[config.mk]
export PLATFORM = sky130hd
export DESIGN_NAME = four_csa
export DESIGN_NICKNAME = d
export VERILOG_FILES = /design/src/rtl/four_csa_pkg.sv /design/src/rtl/four_csa_rca4.sv /design/src/rtl/four_csa.sv
export SDC_FILE = /design/constraint.sdc
export NUM_CORES = 1
export LEC_CHECK = 0
export ABC_AREA = 1
export ABC_CLOCK_PERIOD_IN_PS = 3800
export CAP_MARGIN = 20
export CORE_ASPECT_RATIO = 1.5
export CORE_MARGIN = 2
export CORE_UTILIZATION = 33
export DETAILED_ROUTE_END_ITERATION = 8
export PLACE_DENSITY = 0.77
export SLEW_MARGIN = 20
export SYNTH_ARGS = -nofsm -noshare
export SYNTH_HDL_FRONTEND = slang
export SYNTH_HIERARCHICAL = 1
export SYNTH_SLANG_ARGS = --single-unit
[constraint.sdc]
create_clock -name clk -period 3.8 [get_ports clk]
set_input_delay 1.14 -clock clk [delete_from_list [all_inputs] [get_ports clk]]
set_output_delay 1.14 -clock clk [all_outputs]
set_load 0.1 [all_outputs]
[src/rtl/four_csa_pkg.sv]
// Shared constants for the four_csa carry-select adder.
package four_csa_pkg;
    localparam int DEF_WIDTH = 8;
    localparam int DEF_BLOCK = 4;
    localparam int NBLK      = DEF_WIDTH / DEF_BLOCK;
endpackage

[src/rtl/four_csa_rca4.sv]
// BLOCK-bit ripple-carry adder built from explicit full-adder bit slices.
module rca4 #(
    parameter int BLOCK = 4
) (
    input  logic [BLOCK-1:0] a,
    input  logic [BLOCK-1:0] b,
    input  logic             ci,
    output logic [BLOCK-1:0] s,
    output logic             co
);
    logic [BLOCK:0] c;

    assign c[0] = ci;

    for (genvar gi = 0; gi < BLOCK; gi++) begin : g_fa
        assign s[gi]   = a[gi] ^ b[gi] ^ c[gi];
        assign c[gi+1] = (a[gi] & b[gi]) | (c[gi] & (a[gi] ^ b[gi]));
    end

    assign co = c[BLOCK];
endmodule

[src/rtl/four_csa.sv]
// Carry-select adder: block 0 ripples from Cin, upper blocks pick between
// speculative carry-0/carry-1 results; S/Cout also registered with async clear.
module four_csa
    import four_csa_pkg::*;
#(
    parameter int WIDTH = DEF_WIDTH,
    parameter int BLOCK = DEF_BLOCK
) (
    input  logic             clk,
    input  logic             rst_n,
    input  logic [WIDTH-1:0] A,
    input  logic [WIDTH-1:0] B,
    input  logic             Cin,
    output logic [WIDTH-1:0] S,
    output logic             Cout,
    output logic [WIDTH-1:0] S_r,
    output logic             Cout_r
);
    localparam int NUM_BLK = WIDTH / BLOCK;

    // carry[k] is the true carry entering block k
    logic [NUM_BLK:0] carry;

    assign carry[0] = Cin;

    for (genvar gi = 0; gi < NUM_BLK; gi++) begin : g_blk
        if (gi == 0) begin : g_first
            rca4 #(.BLOCK(BLOCK)) u_rca (
                .a  (A[BLOCK-1:0]),
                .b  (B[BLOCK-1:0]),
                .ci (carry[0]),
                .s  (S[BLOCK-1:0]),
                .co (carry[1])
            );
        end else begin : g_sel
            logic [BLOCK-1:0] s0;
            logic [BLOCK-1:0] s1;
            logic             c0;
            logic             c1;

            rca4 #(.BLOCK(BLOCK)) u_rca0 (
                .a  (A[gi*BLOCK +: BLOCK]),
                .b  (B[gi*BLOCK +: BLOCK]),
                .ci (1'b0),
                .s  (s0),
                .co (c0)
            );
            rca4 #(.BLOCK(BLOCK)) u_rca1 (
                .a  (A[gi*BLOCK +: BLOCK]),
                .b  (B[gi*BLOCK +: BLOCK]),
                .ci (1'b1),
                .s  (s1),
                .co (c1)
            );

            assign S[gi*BLOCK +: BLOCK] = carry[gi] ? s1 : s0;
            assign carry[gi+1]          = c0 | (c1 & carry[gi]);
        end
    end

    assign Cout = carry[NUM_BLK];

    always_ff @(posedge clk or negedge rst_n) begin
        if (!rst_n) begin
            S_r    <= '0;
            Cout_r <= 1'b0;
        end else begin
            S_r    <= S;
            Cout_r <= Cout;
        end
    end
endmodule

# Yosys cells after proc, flatten, opt, wreduce, memory -nomap -nowiden

Cells that the tools add are included.
W data, S select, Z words.

Word-level logic and storage cells: 53
Register bits after elaboration: 9
Output and inout port bits: 18
Bits of input ports: 19

Bitwise logic cells: 50
Multiplexer cells: 1

Operators with widths:

| kind          | number |
|---|---|
| $and A1 B1 Y1 | 19 |
| $xor A1 B1 Y1 | 18 |
| $or A1 B1 Y1  | 12 |
| $mux W4       | 1 |
| $not A1 Y1    | 1 |

# Logic depth before layout (Yosys ltp)

Word-level depth: 11
Gate-level depth with buffers: 11
Gate-level depth less buffers: 11

# Modules after synthesis

Netlist, hierarchy kept.

Modules (own cells, without submodules):

| module   | cells each | area an instance (um^2) | seq. area each (um^2) | times used |
|---|---|---|---|---|
| rca4     | 14         | 117.6                   | 0.0                   | 3 |
| four_csa | 27         | 292.8                   | 225.2                 | 1 |

# Worst setup path before layout

No wires, ideal clock.

Path type: input to output
Start point: in A[4]
End point: out S[7]
Data required time: 2660 ps
Buffers on the path: 0
Arrival: 3360 ps
Path slack: -700 ps
Stages on the path: 10
Cell sequence: fa_1 inv_1 fa_1 inv_1 fa_1 inv_1 fa_1 inv_1 nand2_1 nand2_1

Word-level cells in the longest chain between the ends: 8
Elaborated cells between the ends (all ways): 14
Those cells by class: mux: 1; bitwise: 13

RTL lines:

| element                                        | line                | RTL |
|---|---|---|
| start, declared                                | four_csa.sv:11      | `input logic [WIDTH-1:0] A,` |
| $and A1 B1 Y1 or $xor A1 B1 Y1 (tied branches) | four_csa_rca4.sv:17 | `assign c[gi+1] = (a[gi] & b[gi]) \| (c[gi] & (a[gi] ^ b[gi]));` |
| $or A1 B1 Y1 (*)                               | four_csa_rca4.sv:17 |  |
| $and A1 B1 Y1 (*)                              | four_csa_rca4.sv:17 |  |
| $or A1 B1 Y1 (*)                               | four_csa_rca4.sv:17 |  |
| $and A1 B1 Y1 (*)                              | four_csa_rca4.sv:17 |  |
| $or A1 B1 Y1 (*)                               | four_csa_rca4.sv:17 |  |
| $xor A1 B1 Y1 (*)                              | four_csa_rca4.sv:16 | `assign s[gi] = a[gi] ^ b[gi] ^ c[gi];` |
| named net g_blk[1].g_sel.s1[3]                 | four_csa.sv:37      | `logic [BLOCK-1:0] s1;` |
| $mux W4 (*)                                    | four_csa.sv:56      | `assign S[gi*BLOCK +: BLOCK] = carry[gi] ? s1 : s0;` |
| end, declared                                  | four_csa.sv:14      | `output logic [WIDTH-1:0] S,` |

Mark *: on every way through the listed nets, which the timed path passes. The rest lies on a longest branch.

# Final worst setup path

Start point: in B[4]
End point: out S[7]

Elaborated cells between the ends (all ways): 14
Those cells by class: mux: 1; bitwise: 13

RTL lines:

| element                        | line                | RTL |
|---|---|---|
| start, declared                | four_csa.sv:12      | `input logic [WIDTH-1:0] B,` |
| $and A1 B1 Y1 (2 in series)    | four_csa_rca4.sv:17 |  |
| $or A1 B1 Y1                   | four_csa_rca4.sv:17 |  |
| $and A1 B1 Y1                  | four_csa_rca4.sv:17 |  |
| $or A1 B1 Y1                   | four_csa_rca4.sv:17 |  |
| $xor A1 B1 Y1                  | four_csa_rca4.sv:16 |  |
| named net g_blk[1].g_sel.s0[3] | four_csa.sv:36      | `logic [BLOCK-1:0] s0;` |
| $mux W4                        | four_csa.sv:56      |  |

The timed path passes the listed nets, and every way through them passes these cells.

==> metrics.txt <==
Post-Route Utilization 73.41%; layout cells sized above 1 54.87%; core area 1831 um2; Crit path depth 12; Sink Count 9; max frequency 238.1 MHz; Setup crit end kind output port; CP max FO 2; Hold Fails Final Rpt 0; DRC 0; fin nets 145; post-route ant nets 0; Worst Setup Path Type in -> out; syn_nets 100; P&R area growth vs syn 108.1%; Worst-path clk slew 0.06 ns; CP arrival 3.06 ns; I/O Buffers 36; #FFs+latches synth 9; RSZ-0062 raised after global routing yes; crit start category primary input; Seq/Total Area, Yosys 34.88%; clock buffer count from CTS 3; 1st-iter DRT viols 8; placed cells 128; slew of the pin with the lowest slew margin 0.9692 ns; starting density of the core 35.27%; Final Power 0.0007329 W; Pre-antenna DRT Iters 2; failing checks negative setup slack; FP Rows 19; detailed-route via count 555; non-filler instance count after layout 134; max-cap violations 0; Tcrit/Tclk final 110.5%; buffers and inverters on the worst path 6; num ports 37; Die W 40.12 um; Routed WL 1445 um; Pleak 0.6508 nW; mean area per synthesized cell 9.357 um2; slowest cell on the critical path fa_1; PD cells 545.4 nW/um2; Max clock buf depth 2; mapped cell area 645.6 um2; Slew Limit Fails 0; die area 2333 um2; critical path's top delay family adder cells; post-DR wirelength/cell 10.78 um; required time of the critical path 2.66 ns; clock tree root driver cell clkbuf_4; vias in the first global route 563; DP Worst Slack -0.9245 ns; setup total negative slack -2.072 ns; via/cell ratio 4.142; synth warn 6; Max IR drop VDD 0.0002672 V; GRT Total Usage 15.29%; Distinct cells, synth 6; first-pass GRT wire length 2346 um; Final GP Congestion 0.7094; initial antenna violation count 0; cells along the critical path buf_8 > fa_2 > inv_2 > fa_2 > inv_2 > fa_2 > inv_2 > fa_1 > inv_1 > nand2_2 > nand2_4 > buf_12; fin worst setup slack -0.3992 ns; Final Critical Period 4.199 ns; ant diodes 0; hpwl dp 1357 um; CP max stage delay 0.40 ns; Setup-failing EPs final 6; CTS H-Tree Depth 1; Hold Crit Class in -> async; Die Height 58.17 um; CTS tree done; slew margin rel. 35.18%; largest net degree at the start of global routing 10; outcome finished, violations left; global route total overflow 0; cell count after synthesis 69
synthesized netlist by cell type:
cell type | number | area [um2]
inv_2 | 1 | 3.750
conb_1 | 2 | 7.510
nand2_1 | 14 | 52.55
fa_1 | 12 | 240.2
dfrtp_1 | 9 | 225.2
inv_1 | 31 | 116.4
worst max-delay path by stage:
stage | slack [ns] | from | end
after floorplan | -0.33 | A[0] | S[3]
after global placement | -0.88 | A[4] | S[7]
after detailed placement | -0.92 | A[4] | S[7]
after CTS | -0.46 | B[4] | S[7]
after global routing | -0.50 | B[4] | S[7]
final | -0.40 | B[4] | S[7]
what timing repair did:
item,CTS,global route
hold buffers,0,0
pin swaps,19,6
setup endpoints to repair,8,7
buffers inserted,2,0
gates resized for setup,54,3
through the flow:
step           cell area, um2  hold slack, ns
6_report                 1344           1.157
4_1_cts                  1343           1.167
5_1_grt                  1344           1.192
3_5_place_dp             1261           1.456
3_3_place_gp             1261           1.447
2_1_floorplan           769.5          0.8444
logic make-up (layout without fill, tap and decap cells):
kind of cell	after synthesis	after routing	synth area share, %
adders and majority gates	12	12	37.21
DFF	9	9	34.88
buffers and inverters	32	76	18.60
and+or+nand+nor	14	14	8.139
other	2	2	1.163
report_power, final:
group          switching [W]  internal [W]  total [W]
Sequential        0.00000418      0.000113   0.000118
Clock              0.0000338     0.0000405  0.0000742
Combinational       0.000371      0.000170   0.000541
placed cells by master, fill, tap and decap left out, types with 2 or more instances in the layout:
master,instances
dfrtp_1,9
inv_2,14
fa_2,10
clkbuf_4,3
clkdlybuf4s50_1,18
buf_12,9
inv_1,15
buf_6,3
dlygate4sd2_1,3
nand2_4,4
buf_4,4
conb_1,2
fa_1,2
nand2_8,5
nand2_2,5
layer usage:
metal	up-vias	routed length (um)	track usage, %
li1	261	-	-
met1	267	445	15.48
met2	23	878	25.81
met3	4	85	4.598
met4	0	35	8.867
met5	-	0	0
registers in the layout (all words and copies together), names as in the netlist:
register	count
Cout_r	1
S_r	8
area by class of cell:
cell class | count | area (um2)
fill | 120 | 486.7
timing repair buffer | 40 | 480.5
multi-input combinational | 28 | 449.2
sequential | 9 | 225.2
inverter | 32 | 136.4
clock buffer | 4 | 26.28
tap | 21 | 26.28
No activity file was read; power rests on OpenSTA's default activity.
